## config.mk

```make
export PLATFORM = sky130hd
export DESIGN_NAME = pc_gen
export DESIGN_NICKNAME = d
export VERILOG_FILES = /design/src/rtl/pc_gen_pkg.sv /design/src/rtl/pc_redirect_buf.sv /design/src/rtl/pc_gen.sv
export SDC_FILE = /design/constraint.sdc
export NUM_CORES = 1
export LEC_CHECK = 0
export ABC_AREA = 1
export CAP_MARGIN = 20
export CELL_PAD_IN_SITES_DETAIL_PLACEMENT = 1
export CELL_PAD_IN_SITES_GLOBAL_PLACEMENT = 2
export CORE_UTILIZATION = 24
export CTS_CLUSTER_DIAMETER = 120
export CTS_CLUSTER_SIZE = 28
export DETAILED_ROUTE_END_ITERATION = 7
export PLACE_DENSITY = 0.89
export SKIP_LAST_GASP = 1
export SLEW_MARGIN = 20
export SYNTH_ARGS = -nofsm -noshare
export SYNTH_HDL_FRONTEND = slang
export SYNTH_SLANG_ARGS = --single-unit
```

## constraint.sdc

```tcl
create_clock -name clk -period 1.5 [get_ports clk]
set_clock_uncertainty 0.05 [all_clocks]
set_input_delay 0.3 -clock clk [delete_from_list [all_inputs] [get_ports clk]]
set_output_delay 0.3 -clock clk [all_outputs]
set_load 0.01 [all_outputs]
```

## src/rtl/pc_gen_pkg.sv

```systemverilog
// pc_gen_pkg -- shared encodings for the fetch-stage program-counter generator.
//
// Contents:
//   pc_state_e      : PC generator states (RESET / START / RUN)
//   CHIP_ENABLE     : instruction memory chip enable level
//   CHIP_DISABLE    : instruction memory chip disable level
//   STOP / NO_STOP  : stall vector bit levels
package pc_gen_pkg;

  typedef enum logic [1:0] {
    PC_STATE_RESET = 2'd0,
    PC_STATE_START = 2'd1,
    PC_STATE_RUN   = 2'd2
  } pc_state_e;

  localparam logic CHIP_ENABLE  = 1'b1;
  localparam logic CHIP_DISABLE = 1'b0;
  localparam logic STOP         = 1'b1;
  localparam logic NO_STOP      = 1'b0;

endpackage

```

## src/rtl/pc_redirect_buf.sv

```systemverilog
// pc_redirect_buf -- holds a branch target that arrived while the PC was
// stalled, until the stall releases.
//
// Ports:
//   clk        in  clock
//   rst_n      in  asynchronous active-low reset (clears pend and pend_addr)
//   capture    in  store cap_addr and raise pend (a later capture overwrites)
//   clear      in  drop pend (wins over capture)
//   cap_addr   in  target to store, already aligned by the caller
//   pend_addr  out buffered target
//   pend       out a buffered target is waiting
module pc_redirect_buf #(
  parameter int ADDR_W = 32
) (
  input  logic              clk,
  input  logic              rst_n,
  input  logic              capture,
  input  logic              clear,
  input  logic [ADDR_W-1:0] cap_addr,
  output logic [ADDR_W-1:0] pend_addr,
  output logic              pend
);

  always_ff @(posedge clk or negedge rst_n) begin
    if (!rst_n) begin
      pend      <= 1'b0;
      pend_addr <= '0;
    end else if (clear) begin
      pend <= 1'b0;
    end else if (capture) begin
      pend      <= 1'b1;
      pend_addr <= cap_addr;
    end
  end

endmodule

```

## src/rtl/pc_gen.sv

```systemverilog
// pc_gen -- program-counter generator at the head of the fetch stage.
// Produces the fetch address and the instruction-memory chip enable, with
// stall, branch redirect, buffered branch (branch during stall) and flush.
//
// Parameters:
//   ADDR_W     width of pc and redirect addresses
//   STEP       increment per fetch, power of two
//   RESET_VEC  first fetch address after reset
//   STALL_W    width of the pipeline stall vector (bit 0 is this stage)
//
// Ports:
//   clk            in  clock
//   rst_n          in  asynchronous active-low reset
//   stall          in  pipeline stall vector, only stall[0] is used
//   branch_flag    in  branch taken this cycle
//   branch_addr    in  branch target
//   flush          in  exception/flush redirect request
//   flush_addr     in  flush target
//   pc             out fetch address (registered)
//   ce             out instruction memory chip enable (registered)
//   redirect_pend  out buffered branch waiting for stall release (registered)
module pc_gen
  import pc_gen_pkg::*;
#(
  parameter int                ADDR_W    = 32,
  parameter int unsigned       STEP      = 1,
  parameter logic [ADDR_W-1:0] RESET_VEC = '0,
  parameter int                STALL_W   = 6
) (
  input  logic               clk,
  input  logic               rst_n,
  input  logic [STALL_W-1:0] stall,
  input  logic               branch_flag,
  input  logic [ADDR_W-1:0]  branch_addr,
  input  logic               flush,
  input  logic [ADDR_W-1:0]  flush_addr,
  output logic [ADDR_W-1:0]  pc,
  output logic               ce,
  output logic               redirect_pend
);

  // Clears the low log2(STEP) bits of every captured redirect target.
  localparam logic [ADDR_W-1:0] ALIGN_MASK = ~(ADDR_W'(STEP - 1));

  function automatic logic [ADDR_W-1:0] align_addr(input logic [ADDR_W-1:0] a);
    return a & ALIGN_MASK;
  endfunction

  pc_state_e         state;
  logic              run;
  logic              stall0;
  logic [ADDR_W-1:0] pc_nxt;
  logic [ADDR_W-1:0] pend_addr;
  logic              pend_capture;
  logic              pend_clear;

  // Only stall[0] belongs to this stage; the rest of the vector is ignored.
  logic unused_stall;
  assign unused_stall = ^stall;

  assign stall0 = (stall[0] == STOP);
  assign run    = (state == PC_STATE_RUN);

  // Redirect priority: flush > branch (unstalled) > branch (stalled, buffer)
  // > buffered target on stall release > stall hold > sequential increment.
  // Redirect requests are ignored until the generator reaches RUN.
  always_comb begin
    pc_nxt       = pc;
    pend_capture = 1'b0;
    pend_clear   = 1'b0;
    if (run) begin
      if (flush) begin
        pc_nxt     = align_addr(flush_addr);
        pend_clear = 1'b1;
      end else if (branch_flag && !stall0) begin
        pc_nxt     = align_addr(branch_addr);
        pend_clear = 1'b1;
      end else if (branch_flag) begin
        pend_capture = 1'b1;
      end else if (redirect_pend && !stall0) begin
        pc_nxt     = pend_addr;
        pend_clear = 1'b1;
      end else if (!stall0) begin
        pc_nxt = pc + ADDR_W'(STEP);
      end
    end
  end

  // The async reset parks the FSM in START: the first edge after release
  // raises ce while pc keeps RESET_VEC, so RESET_VEC is the first fetch.
  always_ff @(posedge clk or negedge rst_n) begin
    if (!rst_n) begin
      state <= PC_STATE_START;
      ce    <= CHIP_DISABLE;
      pc    <= RESET_VEC;
    end else begin
      case (state)
        PC_STATE_RUN: pc <= pc_nxt;
        default: begin
          ce    <= CHIP_ENABLE;
          state <= PC_STATE_RUN;
        end
      endcase
    end
  end

  pc_redirect_buf #(
    .ADDR_W (ADDR_W)
  ) u_redirect_buf (
    .clk       (clk),
    .rst_n     (rst_n),
    .capture   (pend_capture),
    .clear     (pend_clear),
    .cap_addr  (align_addr(branch_addr)),
    .pend_addr (pend_addr),
    .pend      (redirect_pend)
  );

endmodule

```

==> out/metrics.cfg, run 1 <==
[clock_tree]
cts_tree = built
cts_root_buffer = clkbuf_16
clk_pin_slew_worst_paths_ns = 0.06
cts_sinks = 67
cts_buffers = 9
clk_latency_ns = 0.35
h-tree-depth = 3
clk_path_buf_depth = 2

[floorplanning]
core_region_area_mm2 = 0.0188
dieArea_mm2 = 0.0199
rows = 50
start_util_pct = 24.6
fp.dieW_um = 141
die_h_um = 141
ios = 108

[critical_path]
critical_path.top_delay_family = simple AND/OR/NAND/NOR gates
critPathMaxFanout = 5
startpoint_type = register
worstPathCellList = ha_2 > nand2_2 > nor2_4 > nand2_4 > buf_12 > nor2_4 > nand2_1 > nand2_1 > nand3_1 > nand2_1 > nand2_1 > nand2_1 > nand2_1
crit_path_top_delay_cell = dfrtp_1
critPathBufInv = 1
crit_top_cell = nand2_1
critPathRequiredTime_ns = 1.69
crit_arrival_ns = 1.97
endpoint_kind = register
critPathMaxStageDelay_ns = 0.39
path_class = register to register

[placed_design]
dp.cells = 1166
port_buffers = 102
place_ws_ns = -0.353
gp_congestion = 0.821
dp_hpwl_um = 13100

[global_route]
gr-total-overflow = 0
grtUsageTotal_pct = 19.3
grt_max_degree = 68
grt_pass1_vias = 5834
antenna_found_initial = 1
grt_pass1_wl_um = 29700

[timing]
setup_violations = 31
max_freq_mhz = 563
hold_violations = 0
slew_viol_final = 0
period_share_pct = 118
rsz0062_at_grt = yes
period_needed_ns = 1.78
fin_ws_ns = -0.277

[route]
firstDrtPassIters = 5
via_per_inst = 4.45
initialDrtViolationCount = 231
num_vias = 5481
avgRoutedWirePerCell_um = 15.2
drt_wl_total_um = 18700
postRouteAntennaNets = 0
drc = 0

[power_and_ir_drop]
max-vdd-ir-drop_mv = 0.593
p_comb_share_pct = 38.8
power_density_mw_per_mm2 = 982
switching_power_mw = 2.54
p_leak_nw = 3.84
seq_power_share_pct = 32.8
p_sw_share_pct = 34.5
power.share.clock_pct = 28.4
p_int_mw = 4.83

[logic_synthesis]
ys_warn_count = 0
synthesis.area_mm2 = 0.00464
seq_area_frac_synth_pct = 36.2
syn_nets = 825
synth_cell_type_count = 32
synthCells = 750
syn_avg_cell_area_um2 = 6.19
ys_seq_elements = 67

[finish]
drive_gt1_share_pct = 25.5
antenna_cells = 0
fillers = 2397
syn_to_final_growth_pct = 61.7
multi_input_area_mm2 = 0.00265
stdcell_count = 1232
final_nets = 1042
seq_area_mm2 = 0.00169

[job]
cap_violations = 0

[hold_path]
min_path_type = register to register

[run_status]
outcome = complete, but fails checks
failed_checks = setup timing

==> state kept, by name, indices dropped and copies added (netlist names) <==
name	flops
u_redirect_buf.pend	1
state	1
pc	32
u_redirect_buf.pend_addr	32
ce	1
==> synth_stat cells <==
cell,n,share of area (%)
nor2_4,8,1.9
o211ai_1,4,0.65
nor3_1,1,0.11
or2_2,1,0.13
a21oi_4,1,0.35
dfstp_2,1,0.57
a21oi_1,3,0.32
buf_2,8,0.86
xor2_1,4,0.76
nor2_2,3,0.40
a211oi_1,1,0.16
nand4_1,1,0.13
o21ai_0,83,9.0
dfrtp_1,66,36
and2_1,2,0.27
clkbuf_1,17,1.4
buf_1,1,0.081
nor2_1,100,8.1
nand3_1,41,4.4
nand2_2,3,0.40
inv_1,95,7.7
nand2_4,1,0.24
ha_1,1,0.27
nand2_1,280,23
buf_4,1,0.16
o21bai_1,6,0.97
o22ai_1,2,0.27
inv_2,5,0.40
buf_6,3,0.73
xnor2_1,2,0.38
conb_1,2,0.16
nand3b_1,3,0.49
==> kinds of logic after synthesis <==
group                    share of synthesized area, %
buffers and inverters                            11.3
other                                           0.162
adder cells (fa/ha/maj)                         0.270
AO/OA/AOI/OAI                                    11.7
AND/OR/NAND/NOR                                  39.3
flip-flops                                       36.2
XOR/XNOR                                         1.13
==> cell type report <==
cell class              instances  share of cell area, %
clock buffers                  13                   3.60
repair buffers                236                   28.9
inverters                     100                   5.04
multi-input cells             553                   35.3
well taps                     260                   4.34
clock inverters                 3                  0.284
flip-flops and latches         67                   22.5
==> metal layers <==
metal | up-vias | GRT usage [%] | part of all wire (%)
met5 | - | 0 | 0
met4 | 0 | 7.61 | 2.6
met3 | 30 | 2.34 | 3.2
met2 | 98 | 33.1 | 48
met1 | 2623 | 24.6 | 46
li1 | 2730 | - | -
==> worst register-to-register path, delay by kind of cell (launching register included) <==
kind	cells	cell delay (ns)
adders and majority gates	1	0.21
and+or+nand+nor	11	0.90
DFF	1	0.39
buffers and inverters	1	0.14
==> worst paths after layout <==
| check | from | end | slack [ns] | cells past startpoint |
|---|---|---|---|---|
| max in group asynchronous | rst_n | pc[30] | 0.60 | 3 |
| setup / recovery | pc[1] | pc[24] | -0.28 | 13 |
| hold / removal | u_redirect_buf.pend_addr[0] | u_redirect_buf.pend_addr[0] | 0.42 | 2 |
| hold reg to reg | u_redirect_buf.pend_addr[0] | u_redirect_buf.pend_addr[0] | 0.42 | 2 |
| setup reg to reg | pc[1] | pc[24] | -0.28 | 13 |
| min in group asynchronous | rst_n | ce | 0.46 | 3 |
==> power groups by stage <==
| stage | Sequential (mW) | Combinational, mW | Clock [mW] |
|---|---|---|---|
| after floorplan | 2.52 | 0.928 | 0 |
| after global placement | 2.49 | 2.29 | 0 |
| after detailed placement | 2.49 | 2.34 | 0 |
| after CTS | 2.40 | 2.72 | 2.14 |
| after global routing | 2.46 | 3.14 | 2.20 |
| final | 2.42 | 2.86 | 2.09 |
==> through the flow <==
step / util (%) / TNS (ns) / power (mW) / hold slack (ns) / area, um2
global placement: 35.1 / -14.51 / 4.78 / 0.307 / 6610
detailed placement: 35.1 / -16.17 / 4.84 / 0.310 / 6610
floorplan: - / -0.864 / 3.45 / -0.0456 / 4640
global route: 39.8 / -9.36 / 7.79 / 0.452 / 7500
finish: 39.8 / -5.30 / 7.37 / 0.423 / 7500
CTS: 39.1 / -4.81 / 7.26 / 0.429 / 7360
==> layout by cell type, fill, tap and decap left out, types with 9 or more instances in the layout <==
cell / count
nand3_1: 36
nand2_1: 259
clkdlybuf4s50_1: 67
buf_6: 20
dfrtp_1: 59
clkdlybuf4s15_1: 9
nor2_4: 18
clkbuf_16: 9
o21ai_0: 76
buf_4: 108
nor2_1: 79
nand2_2: 20
buf_12: 11
nor2_2: 14
inv_1: 94
==> what timing repair did <==
action	in CTS	in global routing
endpoints found under the setup margin	62	52
hold buffers	1	0
gates resized for setup	132	53
setup buffers	38	13
hold endpoints to repair	66	0
pin swaps	23	11
No activity file was read; power rests on OpenSTA's default activity.
==> inputs of run 2 (changes only) <==
--- a/config.mk
+++ b/config.mk
@@ -13,9 +13,9 @@
 export CTS_CLUSTER_DIAMETER = 120
 export CTS_CLUSTER_SIZE = 28
 export DETAILED_ROUTE_END_ITERATION = 7
+export MAX_ROUTING_LAYER = met4
 export PLACE_DENSITY = 0.89
 export SKIP_LAST_GASP = 1
-export SLEW_MARGIN = 20
 export SYNTH_ARGS = -nofsm -noshare
 export SYNTH_HDL_FRONTEND = slang
 export SYNTH_SLANG_ARGS = --single-unit
==> run 2 against run 1 <==
Design area up 0.22%. The run still ends with setup timing left. Largest cell class unchanged. Wire length is 0.11% lower. Register-to-register slack hardly changed. First-iteration DRC count up 4.3%.
==> out/metrics.cfg, run 2 (same netlist as run 1, synthesis figures left out) <==
[finish]
syn_to_final_growth_pct = 62.1
design_area_mm2 = 0.00752
drive_gt1_share_pct = 25.7
fillers = 2393
antenna_cells = 0
final_cell_mix = 259 x nand2_1, 107 x buf_4, 94 x inv_1, 79 x nor2_1, 75 x o21ai_0
final_common_cell = nand2_1
largest_registers = pc x32, u_redirect_buf.pend_addr x32
final_nets = 1043
utilization_pct = 39.9

[route]
met3WireLength_um = 642
wl_met2_um = 9070
initialDrtViolationCount = 241
maxUsedRoutingLayer = met4
postRouteAntennaNets = 0
drt_wl_total_um = 18700
drt-met1-wl_um = 8550
num_vias = 5476
via_per_inst = 4.44
avgRoutedWirePerCell_um = 15.2
drc = 0
firstDrtPassIters = 4

[critical_path]
startpoint_type = register
endpoint_kind = register
critPathMaxFanout = 5
crit_path_top_delay_cell = dfrtp_1
critPathMaxStageDelay_ns = 0.39
crit_top_cell = nand2_1
crit_arrival_ns = 1.98
worstPathCellList = ha_2 > nand2_2 > nor2_4 > nand2_4 > buf_12 > nor2_4 > nand2_1 > nand2_1 > nand3_1 > nand2_1 > nand2_1 > nand2_1 > nand2_1
reg2regPathDepth = 13
critPathRequiredTime_ns = 1.69
path_class = register to register

[hold_path]
min_path_type = register to register
holdPathStages = 2

[placed_design]
place_area_mm2 = 0.00661
port_buffers = 102
place_ws_ns = -0.353
dp_hpwl_um = 13100
gp_congestion = 0.834

[global_route]
grtUsageTotal_pct = 19.8
antenna_found_initial = 1
grt_pass1_wl_um = 29600
gr-total-overflow = 0
grt_max_degree = 68
grt_pass1_vias = 5830

[power_and_ir_drop]
p_leak_nw = 3.85
p_total_mw = 7.39
p_sw_share_pct = 34.5
seq_power_share_pct = 32.7
max-vdd-ir-drop_mv = 0.600
switching_power_mw = 2.54
power_density_mw_per_mm2 = 982
p_int_mw = 4.84
p_comb_share_pct = 38.9
power.share.clock_pct = 28.3

[floorplanning]
die_h_um = 141
start_util_pct = 24.6
ios = 108
rows = 50
core_region_area_mm2 = 0.0188
dieArea_mm2 = 0.0199
fp.dieW_um = 141

[clock_tree]
h-tree-depth = 3
cts_tree = built
cts_buffers = 9
clk_path_buf_depth = 2
clk_latency_ns = 0.35
cts_sinks = 67
clk_pin_slew_worst_paths_ns = 0.06
cts_root_buffer = clkbuf_16

[run_status]
outcome = complete, but fails checks
failed_checks = setup timing

[timing]
setup_violations = 31
hold_violations = 0
fin_ws_ns = -0.283
period_needed_ns = 1.78
rsz0062_at_grt = yes
period_share_pct = 119
slew_viol_final = 0
max_freq_mhz = 561
tns_ns = -5.34

[job]
cap_violations = 0

run 2: repair_timing:
| action | 4_1_cts | 5_1_grt |
|---|---|---|
| hold endpoints to repair | 66 | 0 |
| hold buffers | 1 | 0 |
| setup buffers | 38 | 14 |
| resized for setup | 132 | 59 |
| pin swaps | 23 | 13 |
| setup endpoints to repair | 62 | 52 |
run 2: routing by layer:
layer	vias up	track usage, %
met5	-	-
met4	0	7.61
met3	26	2.34
met2	97	33.2
met1	2623	24.4
li1	2730	-
run 2: layout make-up:
class	instances	area, um2	area share [%]
well taps	260	325	4.33
multi-input cells	553	2650	35.3
inverters	100	378	5.03
flip-flops and latches	67	1690	22.4
clock inverters	3	21.3	0.283
repair buffers	237	2180	29.1
clock buffers	13	270	3.59
run 2: power by group through the flow:
stage	registers [mW]	clock network (mW)	logic, mW
2_1_floorplan	2.52	0	0.928
3_3_place_gp	2.49	0	2.29
3_5_place_dp	2.49	0	2.34
4_1_cts	2.40	2.14	2.72
5_1_grt	2.46	2.20	3.15
6_report	2.42	2.09	2.88
run 2: final timing paths:
kind                                        startpoint                     endpoint  slack [ns]
min                        u_redirect_buf.pend_addr[0]  u_redirect_buf.pend_addr[0]        0.42
max reg2reg                                      pc[1]                       pc[24]       -0.28
max in group asynchronous                        rst_n                       pc[15]        0.60
min reg2reg                u_redirect_buf.pend_addr[0]  u_redirect_buf.pend_addr[0]        0.42
max                                              pc[1]                       pc[24]       -0.28
min in group asynchronous                        rst_n                           ce        0.45
run 2: stage by stage:
stage                     hold WS (ns)  cells
after floorplan                -0.0456    750
after global placement           0.307   1166
after detailed placement         0.310   1166
after CTS                        0.429   1221
after global routing             0.452   1233
final                            0.424   1233
run 2: worst max-delay path, delay by kind of cell (launching register included):
kind	cells	cell delay, ns
fa+ha+maj	1	0.21
buf+inv	1	0.14
flops	1	0.39
simple gates	11	0.88
